==> src/rtl/rr_phase_scheduler_if.sv <==
// -----------------------------------------------------------------------------
// rr_phase_scheduler_if
// Bundles the request/length inputs and the grant/phase outputs of the
// round-robin two-phase scheduler.
//   req     : level request per requester (bit i = requester i)
//   g1_len  : G1 phase length in cycles (0 behaves as 1)
//   g2_len  : G2 phase length in cycles (0 behaves as 1)
//   gnt     : one-hot grant, held for the whole G1+G2 operation
//   out_1   : high while in G1
//   out_2   : high while in G2
//   busy    : high in G1 or G2
//   done    : one-cycle pulse on the final G2 cycle
// master = requesting side, slave = scheduler.
// -----------------------------------------------------------------------------
interface rr_phase_scheduler_if #(
  parameter int NUM_REQ = 4,
  parameter int LEN_W   = 4
);
  logic [NUM_REQ-1:0] req;
  logic [LEN_W-1:0]   g1_len;
  logic [LEN_W-1:0]   g2_len;
  logic [NUM_REQ-1:0] gnt;
  logic               out_1;
  logic               out_2;
  logic               busy;
  logic               done;

  modport master (
    output req, g1_len, g2_len,
    input  gnt, out_1, out_2, busy, done
  );

  modport slave (
    input  req, g1_len, g2_len,
    output gnt, out_1, out_2, busy, done
  );
endinterface

==> src/rtl/rr_phase_scheduler.sv <==
// -----------------------------------------------------------------------------
// rr_phase_scheduler
// Shares one two-phase sequencer (G1 then G2) among NUM_REQ requesters using
// round-robin arbitration. From IDLE it grants one pending requester, runs G1
// for max(g1_len,1) cycles and G2 for max(g2_len,1) cycles, then releases the
// grant and returns to IDLE for at least one cycle.
// Ports:
//   clock : rising-edge clock
//   reset : asynchronous active-low reset
//   bus   : rr_phase_scheduler_if slave (req, g1_len, g2_len in;
//           gnt, out_1, out_2, busy, done out)
// All outputs come straight from flops; req only influences the next state.
// -----------------------------------------------------------------------------
module rr_phase_scheduler #(
  parameter int NUM_REQ = 4,
  parameter int LEN_W   = 4
) (
  input logic                  clock,
  input logic                  reset,
  rr_phase_scheduler_if.slave  bus
);

  localparam int PTR_W = (NUM_REQ > 1) ? $clog2(NUM_REQ) : 1;

  typedef enum logic [1:0] {
    S_IDLE = 2'b00,
    S_G1   = 2'b01,
    S_G2   = 2'b10
  } state_t;

  // Round-robin search: first set request strictly after the last grant, wrapping.
  function automatic logic [PTR_W-1:0] rr_pick(
    input logic [NUM_REQ-1:0] r,
    input logic [PTR_W-1:0]   p
  );
    logic [PTR_W-1:0] sel;
    logic             found;
    int               idx;
    sel   = p;
    found = 1'b0;
    for (int i = 1; i <= NUM_REQ; i++) begin
      idx = (int'(p) + i) % NUM_REQ;
      if (!found && r[idx]) begin
        sel   = PTR_W'(idx);
        found = 1'b1;
      end else begin
        sel   = sel;
        found = found;
      end
    end
    return sel;
  endfunction

  // Counter preload: a phase of length L runs the counter from L-1 down to 0;
  // a zero length is treated as one cycle.
  function automatic logic [LEN_W-1:0] len_preload(input logic [LEN_W-1:0] len);
    logic [LEN_W-1:0] v;
    if (len == {LEN_W{1'b0}}) begin
      v = {LEN_W{1'b0}};
    end else begin
      v = len - LEN_W'(1);
    end
    return v;
  endfunction

  state_t             state_r, state_nx_s;
  logic [LEN_W-1:0]   cnt_r, cnt_nx_s;
  logic [PTR_W-1:0]   ptr_r, ptr_nx_s;
  logic [PTR_W-1:0]   pick_s;
  logic [NUM_REQ-1:0] gnt_r, gnt_nx_s;
  logic               out_1_r, out_1_nx_s;
  logic               out_2_r, out_2_nx_s;
  logic               busy_r, busy_nx_s;
  logic               done_r, done_nx_s;
  logic               cnt_zero_s;

  assign pick_s     = rr_pick(bus.req, ptr_r);
  assign cnt_zero_s = (cnt_r == {LEN_W{1'b0}});

  // Next-state, counter, grant and output decode for the IDLE/G1/G2 sequencer.
  always_comb begin
    state_nx_s = state_r;
    cnt_nx_s   = cnt_r;
    ptr_nx_s   = ptr_r;
    gnt_nx_s   = gnt_r;
    case (state_r)
      S_IDLE: begin
        if (|bus.req) begin
          state_nx_s = S_G1;
          ptr_nx_s   = pick_s;
          gnt_nx_s   = {{(NUM_REQ-1){1'b0}}, 1'b1} << pick_s;
          cnt_nx_s   = len_preload(bus.g1_len);
        end else begin
          state_nx_s = S_IDLE;
          gnt_nx_s   = {NUM_REQ{1'b0}};
          cnt_nx_s   = cnt_r;
        end
      end
      S_G1: begin
        if (cnt_zero_s) begin
          state_nx_s = S_G2;
          cnt_nx_s   = len_preload(bus.g2_len);
        end else begin
          state_nx_s = S_G1;
          cnt_nx_s   = cnt_r - LEN_W'(1);
        end
      end
      S_G2: begin
        if (cnt_zero_s) begin
          state_nx_s = S_IDLE;
          gnt_nx_s   = {NUM_REQ{1'b0}};
          cnt_nx_s   = {LEN_W{1'b0}};
        end else begin
          state_nx_s = S_G2;
          cnt_nx_s   = cnt_r - LEN_W'(1);
        end
      end
      default: begin
        state_nx_s = S_IDLE;
        gnt_nx_s   = {NUM_REQ{1'b0}};
        cnt_nx_s   = {LEN_W{1'b0}};
      end
    endcase
    // Outputs are registered from the next state so they line up with state_r.
    out_1_nx_s = (state_nx_s == S_G1);
    out_2_nx_s = (state_nx_s == S_G2);
    busy_nx_s  = out_1_nx_s | out_2_nx_s;
    done_nx_s  = out_2_nx_s && (cnt_nx_s == {LEN_W{1'b0}});
  end

  // State, counter, pointer and registered outputs with asynchronous reset.
  always_ff @(posedge clock or negedge reset) begin
    if (!reset) begin
      state_r <= S_IDLE;
      cnt_r   <= {LEN_W{1'b0}};
      ptr_r   <= PTR_W'(NUM_REQ - 1);
      gnt_r   <= {NUM_REQ{1'b0}};
      out_1_r <= 1'b0;
      out_2_r <= 1'b0;
      busy_r  <= 1'b0;
      done_r  <= 1'b0;
    end else begin
      state_r <= state_nx_s;
      cnt_r   <= cnt_nx_s;
      ptr_r   <= ptr_nx_s;
      gnt_r   <= gnt_nx_s;
      out_1_r <= out_1_nx_s;
      out_2_r <= out_2_nx_s;
      busy_r  <= busy_nx_s;
      done_r  <= done_nx_s;
    end
  end

  assign bus.gnt   = gnt_r;
  assign bus.out_1 = out_1_r;
  assign bus.out_2 = out_2_r;
  assign bus.busy  = busy_r;
  assign bus.done  = done_r;

endmodule

==> src/flat_wrapper.sv <==
// flat-port wrapper written by rule: the top's interface ports become plain ports
module rr_phase_scheduler_flat 
#(
  parameter int NUM_REQ = 4,
  parameter int LEN_W   = 4
)
  (clock, reset, bus_req, bus_g1_len, bus_g2_len, bus_gnt, bus_out_1, bus_out_2, bus_busy, bus_done);
  rr_phase_scheduler_if #(.NUM_REQ(NUM_REQ), .LEN_W(LEN_W)) bus_i ();
  input logic clock;
  input logic reset;
  input wire logic [$bits(bus_i.req)-1:0] bus_req;
  input wire logic [$bits(bus_i.g1_len)-1:0] bus_g1_len;
  input wire logic [$bits(bus_i.g2_len)-1:0] bus_g2_len;
  output wire logic [$bits(bus_i.gnt)-1:0] bus_gnt;
  output wire logic [$bits(bus_i.out_1)-1:0] bus_out_1;
  output wire logic [$bits(bus_i.out_2)-1:0] bus_out_2;
  output wire logic [$bits(bus_i.busy)-1:0] bus_busy;
  output wire logic [$bits(bus_i.done)-1:0] bus_done;
  assign bus_i.req = bus_req;
  assign bus_i.g1_len = bus_g1_len;
  assign bus_i.g2_len = bus_g2_len;
  assign bus_gnt = bus_i.gnt;
  assign bus_out_1 = bus_i.out_1;
  assign bus_out_2 = bus_i.out_2;
  assign bus_busy = bus_i.busy;
  assign bus_done = bus_i.done;
  rr_phase_scheduler #(.NUM_REQ(NUM_REQ), .LEN_W(LEN_W)) u_core (.clock(clock), .reset(reset), .bus(bus_i));
endmodule
==> config.mk <==
export PLATFORM = sky130hd
export DESIGN_NAME = rr_phase_scheduler_flat
export DESIGN_NICKNAME = d
export VERILOG_FILES = /design/src/rtl/rr_phase_scheduler_if.sv /design/src/rtl/rr_phase_scheduler.sv /design/src/flat_wrapper.sv
export SDC_FILE = /design/constraint.sdc
export NUM_CORES = 1
export LEC_CHECK = 0
export ABC_AREA = 0
export CAP_MARGIN = 20
export CORE_MARGIN = 4
export CORE_UTILIZATION = 49
export DETAILED_ROUTE_END_ITERATION = 10
export GPL_TIMING_DRIVEN = 0
export PLACE_DENSITY = 0.8
export SKIP_LAST_GASP = 1
export SLEW_MARGIN = 20
export SYNTH_ARGS = -nofsm -noshare
export SYNTH_HDL_FRONTEND = slang
export SYNTH_SLANG_ARGS = --single-unit
==> constraint.sdc <==
create_clock -name clock -period 3.1 [get_ports clock]
set_clock_uncertainty 0.15 [all_clocks]
set_input_delay 0.93 -clock clock [delete_from_list [all_inputs] [get_ports clock]]
set_output_delay 0.93 -clock clock [all_outputs]
set_load 0.01 [all_outputs]
### Yosys cells after proc, flatten, opt, wreduce, memory -nomap -nowiden

Cells that the tools add are included.

* word-level logic and storage cells: 82
* output and inout bits: 8
* register bits: 16

* $add $sub $neg: 7
* shift-type cells: 1
* equality and inequality tests: 5
* bitwise logic cells: 6
* reduce and logical (&&, ||, !) cells: 19
* $lt $le $gt $ge: 4
* mux-type cells: 32

Operators by type and width (count)
* 4-bit 2-to-1 mux: 7
* 4-bit case mux with 3 select lines: 2
* 4-bit zero test: 4
* 3-bit by 4-bit less-than comparator with 1-bit output, second input constant: 4
* 1-bit 2-to-1 mux: 12
* 2-bit 2-to-1 mux: 6
* 4-bit by 1-bit subtractor with 4-bit output, second input constant: 3
* 1-bit binary-select mux with 2-bit select: 4
* 2-bit OR reduction: 4
* 2-bit case mux with 3 select lines: 1
* 2-bit by 1-bit adder with 2-bit output, second input constant: 2
* 2-bit adder, second input constant: 2
* 1-bit bitwise AND, first input constant: 4
* 2-bit by 1-bit equality test with 1-bit output, second input constant: 2
* 2-bit equality test, second input constant: 2
* 1-bit logical AND: 4
* 2-bit AND reduction: 2
* 4-bit OR reduction: 1
* 1-bit by 2-bit << shifter with 4-bit output, first input constant: 1
* 1-bit zero test: 3
* 2-bit zero test: 1
* 2-bit by 1-bit inequality test with 1-bit output, second input constant: 1
* 1-bit inverter: 1
* 1-bit bitwise OR: 1

### Depth between registers and ports, before layout

Gate-level depths: netlist of the first run.

* depth in word-level cells: 19
* gate-level depth with buffers: 10
* gate-level depth less buffers: 10

### Worst setup path before layout of the first run

OpenSTA, ideal clock, no wires.

* path type: input -> register
* from: input port bus_req[1]
* to: register u_core.done_r (netlist: u_core.bus.done)
* path slack: 418 ps
* data required time: 2854 ps
* data arrival time: 2436 ps
* stages: 8
* cells stage by stage: or4_4 > buf_6 > nor2_1 > or3_1 > ha_1 > o311ai_0 > or3_1 > nor4_2

* word-level cells in the longest chain between the ends: 5
* elaborated cells on any way between the ends: 8
* classes of those cells: eq/ne (1); mux (4); reduce/logical (3)

RTL lines
* start: declaration: RTL line flat_wrapper.sv:11 `input wire logic [$bits(bus_i.req)-1:0] bus_req;`
* 4-bit OR reduction: RTL line rr_phase_scheduler.sv:88 `if (|bus.req) begin`
* 1-bit 2-to-1 mux: RTL line rr_phase_scheduler.sv:88
* 2-bit case mux with 3 select lines: RTL line rr_phase_scheduler.sv:86 `case (state_r)`
* 2-bit equality test: RTL line rr_phase_scheduler.sv:126 `out_2_nx_s = (state_nx_s == S_G2);`
* named net u_core.out_2_nx_s: RTL line rr_phase_scheduler.sv:72 `logic out_2_r, out_2_nx_s;`
* 1-bit logical AND: RTL line rr_phase_scheduler.sv:128 `done_nx_s = out_2_nx_s && (cnt_nx_s == {LEN_W{1'b0}});`
* named net u_core.done_nx_s: RTL line rr_phase_scheduler.sv:74 `logic done_r, done_nx_s;`
* end signal: assignment: RTL line rr_phase_scheduler.sv:150 `done_r <= done_nx_s;`
* end: declaration: RTL line rr_phase_scheduler.sv:74

The timed path passes the listed nets, and every way through them passes these cells.
A chain may end at the register's enable or synchronous reset.

### Final worst setup path of the first run

* from: input port bus_req[2]
* to: register u_core.done_r (netlist: u_core.bus.done)

The elaborated chain is that of the path after synthesis.

==> results of run 1 <==
[registers in the layout, indices dropped and copies added (netlist names)]
name / flops
u_core.bus.busy: 1
u_core.bus.done: 1
u_core.bus.gnt: 4
u_core.bus.out_1: 1
u_core.bus.out_2: 1
u_core.cnt_r: 4
u_core.ptr_r: 2
u_core.state_r: 2
[repair_timing]
action,CTS,global route
buffers inserted,0,0
hold buffers,0,0
gates resized for setup,0,3
setup endpoints to repair,0,1
[tightest hold or removal path, stage by stage, from the launching register on]
cell     delay (ps)
dfrtp_1         360
nand2_1          50
o21ai_0          60
[cell families (layout without fill, tap and decap cells)]
kind of cell	count (synthesis)	count (layout)	share of synthesized area, %
DFF	16	16	39.8
buffers and inverters	12	37	5.19
AOI/OAI and AO/OA	27	27	19.5
muxes	2	2	1.98
xor gates and xnor gates	2	2	1.73
adders and majority gates	5	5	6.18
and+or+nand+nor	44	44	25.6
[synth_stat cells, types with 3 or more instances]
cell,number
or3_1,3
nand2_1,8
dfrtp_1,14
nor3_1,6
inv_1,9
nor2_1,6
o21ai_0,7
ha_1,5
o311ai_0,3
nand2b_1,6
[layer usage]
| metal | track usage, % | vias up | wire (µm) |
|---|---|---|---|
| met1 | 21.3 | 455 | 992 |
| met4 | 5.11 | 0 | 33 |
| met2 | 33.3 | 40 | 1240 |
| met3 | 2.54 | 8 | 124 |
| met5 | 0 | - | 0 |
| li1 | - | 449 | - |
[power groups by stage]
stage	sequential, W	combinational, W	clock, W
after global routing	0.000388	0.000617	0.000150
after detailed placement	0.000378	0.000558	0
after global placement	0.000373	0.000530	0
final	0.000378	0.000558	0.000136
after CTS	0.000375	0.000559	0.000139
after floorplan	0.000378	0.000358	0
[cell type report]
class | instances | area [µm²]
fillers | 182 | 662
multi-input cells | 80 | 557
flip-flops and latches | 16 | 403
repair buffers | 21 | 218
clock buffers | 4 | 36.3
inverters | 9 | 33.8
well taps | 27 | 33.8
plain buffers | 3 | 18.8
[through the flow]
stage	area (µm²)	total power (W)	utilization, %	setup WS (ps)
floorplan	1010	0.000736	-	418
global placement	1260	0.000903	64.0	-197
detailed placement	1260	0.000936	64.0	-234
CTS	1290	0.00107	65.9	59.9
global route	1300	0.00115	66.3	60.9
finish	1300	0.00107	66.3	135
[cell usage in the layout (no fill, tap or decap), types with 3 or more instances in the layout]
master           Yosys  layout
or3_1                3       3
clkbuf_4             0       3
nor2_1               6       6
inv_1                9       9
ha_1                 5       5
nor3_1               6       6
o311ai_0             3       3
nand2b_1             6       6
dlymetal6s2s_1       0       3
o21ai_0              7       7
clkdlybuf4s50_1      0      18
dfrtp_1             14      14
nand2_1              8       8
[final timing paths]
check	endpoint	slack [ps]	depth (start not counted)
worst min-delay path	u_core.bus.gnt[2]$_DFFE_PN0P_	350	2
worst min register to register	u_core.bus.gnt[2]$_DFFE_PN0P_	350	2
min in group asynchronous	u_core.bus.gnt[0]$_DFFE_PN0P_	910	1
max in group asynchronous	u_core.cnt_r[2]$_DFF_PN0_	1440	1
worst max-delay path	u_core.bus.done$_DFF_PN0_	140	9
worst max register to register	u_core.bus.done$_DFF_PN0_	530	9
==> results.json, run 1 <==
{
  "drcViolationCount": 0,
  "required_ps": 3140,
  "synth_top_area_share_pct": 34.6,
  "synth-edff-count": 0,
  "placed_cells": 156,
  "clockBufferDepth": 2,
  "clk_latency_ps": 280,
  "outcome": "completed",
  "via_per_inst": 5.95,
  "min_period_over_period_pct": 95.6,
  "path_common_cell": "or3_1",
  "track_usage_pct": 18.1,
  "switching_power_w": 0.000431,
  "p_leak_nw": 0.565,
  "p_int_w": 0.000642,
  "final_cells": 160,
  "seq_area_frac_synth_pct": 39.8,
  "critPathTopFamily": "simple AND/OR/NAND/NOR gates",
  "ys_types": 40,
  "dieArea_um2": 2860,
  "cellPowerDensity_nw_per_um2": 825,
  "antennaDiodeCount": 0,
  "setup_tns_ps": 0,
  "max_freq_ghz": 0.337,
  "finalCriticalPeriod_ps": 2960,
  "max_stage_delay_ps": 490,
  "path_max_fanout": 7,
  "slew_headroom_pct": 53.0,
  "ys_ff_latch": 16,
  "hold_viol": 0,
  "crit_start": "bus_req[2]",
  "syn_nets": 127,
  "start_util_pct": 51.6,
  "path_cells": "clkdlybuf4s50_1, or4_4, buf_6, nor2_1, or3_1, ha_1, o311ai_0, or3_1, nor4_2",
  "postSynthCellCount": 108,
  "vias": 952,
  "coreArea_um2": 1960,
  "crit_arrival_ps": 3000,
  "drt_wl_total_um": 2390,
  "seqPwrFrac_pct": 35.2,
  "cts.sinks": 16,
  "dp_hpwl_um": 1860,
  "timing.rr.start": "u_core.cnt_r[0]$_DFF_PN0_",
  "synthTopCellsByArea": "dfrtp_1 35%, ha_1 6.2%, dfstp_2 5.2%",
  "worst_setup_path_end_kind": "register",
  "fin_nets": 153,
  "slew_violations": 0,
  "critPathBufInv": 2,
  "grt-ovfl-total": 0,
  "chipWidth_um": 53.5,
  "cts_htree_levels": 1,
  "ios": 22,
  "synthArstFlopShare_pct": 100,
  "syn-cell-area_um2": 1010,
  "grt_pass1_wl_um": 3730,
  "ant_nets": 0,
  "drt_iter0_markers": 31,
  "drtPass1Iterations": 6,
  "vdd.ir_drop.worst_mv": 0.479,
  "grt_antenna_before_repair": 0,
  "hp-class": "register to register",
  "syn_avg_cell_area_um2": 9.37,
  "grt_start_max_net_pins": 17,
  "numCtsBuffers": 3,
  "place_congestion": 0.860,
  "drive_gt1_share_pct": 11.3,
  "synth_ff_type": "dfrtp_1",
  "area_delta_synth_final_pct": 28.4,
  "crit_slowest_cell": "clkdlybuf4s50_1",
  "worst_pin_slew_ps": 703,
  "hold_start": "u_core.bus.gnt[2]$_DFFE_PN0P_",
  "setup.worst_path.start_class": "input pin",
  "maxCapViolations": 0,
  "crit_type": "input pin to register",
  "synth_top_area_cell": "dfrtp_1",
  "ys.warnings.count": 0,
  "hold_ws_ps": 349,
  "setup_violations": 0,
  "swShare_pct": 40.1,
  "pwr-share-clk_pct": 12.7,
  "clk_pin_slew_ps": 100,
  "die_h_um": 53.5,
  "rsz0062_at_grt": "no",
  "cts_tree": "built",
  "cts_root_buf": "clkbuf_4",
  "wl_per_cell_um": 14.9,
  "grt_pass1_vias": 822,
  "num_rows": 16,
  "share_comb_of_total_power_pct": 52.1,
  "io_buffers": 21
}
Note: power is estimated with default switching activity, not from simulation.
==> inputs of run 2 (changes only) <==
--- a/config.mk
+++ b/config.mk
@@ -7,12 +7,11 @@
 export LEC_CHECK = 0
 export ABC_AREA = 0
 export CAP_MARGIN = 20
-export CORE_MARGIN = 4
+export CORE_MARGIN = 3
 export CORE_UTILIZATION = 49
 export DETAILED_ROUTE_END_ITERATION = 10
 export GPL_TIMING_DRIVEN = 0
-export PLACE_DENSITY = 0.8
-export SKIP_LAST_GASP = 1
+export PLACE_DENSITY = 0.81
 export SLEW_MARGIN = 20
 export SYNTH_ARGS = -nofsm -noshare
 export SYNTH_HDL_FRONTEND = slang
==> results.json, run 2 (synthesis results as in run 1) <==
{
  "grt-ovfl-total": 0,
  "worst_setup_path_end_kind": "register",
  "swShare_pct": 39.5,
  "r2r_slack_ps": 550,
  "grt_start_max_net_pins": 17,
  "cts_htree_levels": 1,
  "clockBufferDepth": 2,
  "share_comb_of_total_power_pct": 51.9,
  "dp_hpwl_um": 1740,
  "cts_root_buf": "clkbuf_4",
  "num_rows": 15,
  "drtPass1Iterations": 4,
  "path_max_fanout": 7,
  "place_congestion": 0.850,
  "rsz0062_at_grt": "no",
  "finalCriticalPeriod_ps": 2940,
  "vdd.ir_drop.worst_mv": 0.436,
  "cellPowerDensity_nw_per_um2": 820,
  "max_stage_delay_ps": 480,
  "io_buffers": 21,
  "start_util_pct": 55.0,
  "path_common_cell": "or3_1",
  "final_cells": 158,
  "p_int_w": 0.000644,
  "setup_violations": 0,
  "crit_slowest_cell": "clkdlybuf4s50_1",
  "crit_start": "bus_req[2]",
  "seqPwrFrac_pct": 35.8,
  "slew_headroom_pct": 55.9,
  "ios": 22,
  "cts.sinks": 16,
  "drive_gt1_share_pct": 11.3,
  "switching_power_w": 0.000420,
  "coreArea_um2": 1840,
  "critPathBufInv": 2,
  "grt_pass1_vias": 858,
  "maxCapViolations": 0,
  "post-place-ws_ps": -216,
  "hp-class": "register to register",
  "worst_pin_slew_ps": 660,
  "placed_cells": 154,
  "clk_latency_ps": 270,
  "clk_pin_slew_ps": 90,
  "pwr-share-clk_pct": 12.4,
  "fin_util_pct": 70.5,
  "fin_ws_ps": 159,
  "grt_antenna_before_repair": 0,
  "path_cells": "clkdlybuf4s50_1, or4_4, buf_6, nor2_1, or3_1, ha_1, o311ai_0, or3_1, nor4_2",
  "die_h_um": 51.5,
  "hold_start": "u_core.bus.gnt[2]$_DFFE_PN0P_",
  "track_usage_pct": 18.2,
  "dieArea_um2": 2650,
  "fin_nets": 153,
  "drt_iter0_markers": 18,
  "hold_viol": 0,
  "required_ps": 3130,
  "chipWidth_um": 51.5,
  "max_freq_ghz": 0.340,
  "ant_nets": 0,
  "slew_violations": 0,
  "vias": 900,
  "cts_tree": "built",
  "area_delta_synth_final_pct": 28.2,
  "grt_pass1_wl_um": 3730,
  "critPathTopFamily": "simple AND/OR/NAND/NOR gates",
  "post_cts_buffers": 0,
  "cts_resized": 0,
  "mostFrequentLayoutCells": "18 x clkdlybuf4s50_1, 14 x dfrtp_1, 9 x inv_1",
  "antennaDiodeCount": 0,
  "p_leak_nw": 0.565,
  "via_per_inst": 5.70,
  "wl_per_cell_um": 13.6,
  "final_common_cell": "clkdlybuf4s50_1",
  "numCtsBuffers": 3,
  "postCtsHoldBufs": 0,
  "crit_arrival_ps": 2970,
  "min_period_over_period_pct": 94.9,
  "setup.worst_path.start_class": "input pin",
  "outcome": "completed",
  "timing.rr.start": "u_core.cnt_r[0]$_DFF_PN0_",
  "drt_wl_total_um": 2140,
  "crit_type": "input pin to register",
  "drcViolationCount": 0
}
-- run 2: path summary, 6_finish.rpt --
| kind | cells after the start | endpoint |
|---|---|---|
| setup reg to reg | 9 | u_core.bus.done$_DFF_PN0_ |
| min in group asynchronous | 1 | u_core.state_r[0]$_DFF_PN0_ |
| setup / recovery | 9 | u_core.bus.done$_DFF_PN0_ |
| max in group asynchronous | 1 | u_core.cnt_r[3]$_DFF_PN0_ |
| hold / removal | 2 | u_core.bus.gnt[2]$_DFFE_PN0P_ |
| hold reg to reg | 2 | u_core.bus.gnt[2]$_DFFE_PN0P_ |
-- run 2: layout make-up --
type / count / area (µm²)
multi-input combinational: 80 / 557
fill: 171 / 542
sequential: 16 / 403
timing repair buffer: 21 / 218
clock buffer: 4 / 36.3
inverter: 9 / 33.8
tap: 25 / 31.3
buffer: 3 / 18.8
-- run 2: power by group through the flow --
stage	logic, W	clock network, W	registers, W
2_1_floorplan	0.000358	0	0.000378
3_3_place_gp	0.000530	0	0.000376
3_5_place_dp	0.000552	0	0.000381
4_1_cts	0.000554	0.000136	0.000377
5_1_grt	0.000624	0.000145	0.000396
6_report	0.000552	0.000131	0.000380
-- run 2: worst min-delay path: stages (launching register included) --
cell     delay [ps]
dfrtp_1         350
nand2_1          40
o21ai_0          60
-- run 2: per-stage QoR --
step | TNS [ps] | area, µm² | hold WS [ps] | power (W)
3_5_place_dp | -216 | 1250 | 325 | 0.000934
5_1_grt | 0 | 1300 | 396 | 0.00116
6_report | 0 | 1300 | 335 | 0.00106
3_3_place_gp | -204 | 1250 | 316 | 0.000907
2_1_floorplan | 0 | 1010 | 352 | 0.000736
4_1_cts | 0 | 1290 | 342 | 0.00107
-- run 2: routing by layer --
metal	vias to the layer above	routed length, µm	global-route usage [%]
li1	447	-	-
met1	419	934	23.2
met2	32	1090	32.0
met3	2	101	2.04
met4	0	14	5.68
met5	-	0	0
==> inputs of run 3 (changes only) <==
--- a/config.mk
+++ b/config.mk
@@ -9,10 +9,13 @@
 export CAP_MARGIN = 20
 export CORE_MARGIN = 3
 export CORE_UTILIZATION = 49
+export CTS_CLUSTER_SIZE = 40
 export DETAILED_ROUTE_END_ITERATION = 10
 export GPL_TIMING_DRIVEN = 0
 export PLACE_DENSITY = 0.81
+export SKIP_CTS_REPAIR_TIMING = 1
 export SLEW_MARGIN = 20
 export SYNTH_ARGS = -nofsm -noshare
 export SYNTH_HDL_FRONTEND = slang
 export SYNTH_SLANG_ARGS = --single-unit
+export TNS_END_PERCENT = 30
==> results of run 3 <==
Final layout, timing and power as in run 2 (identical DEF).
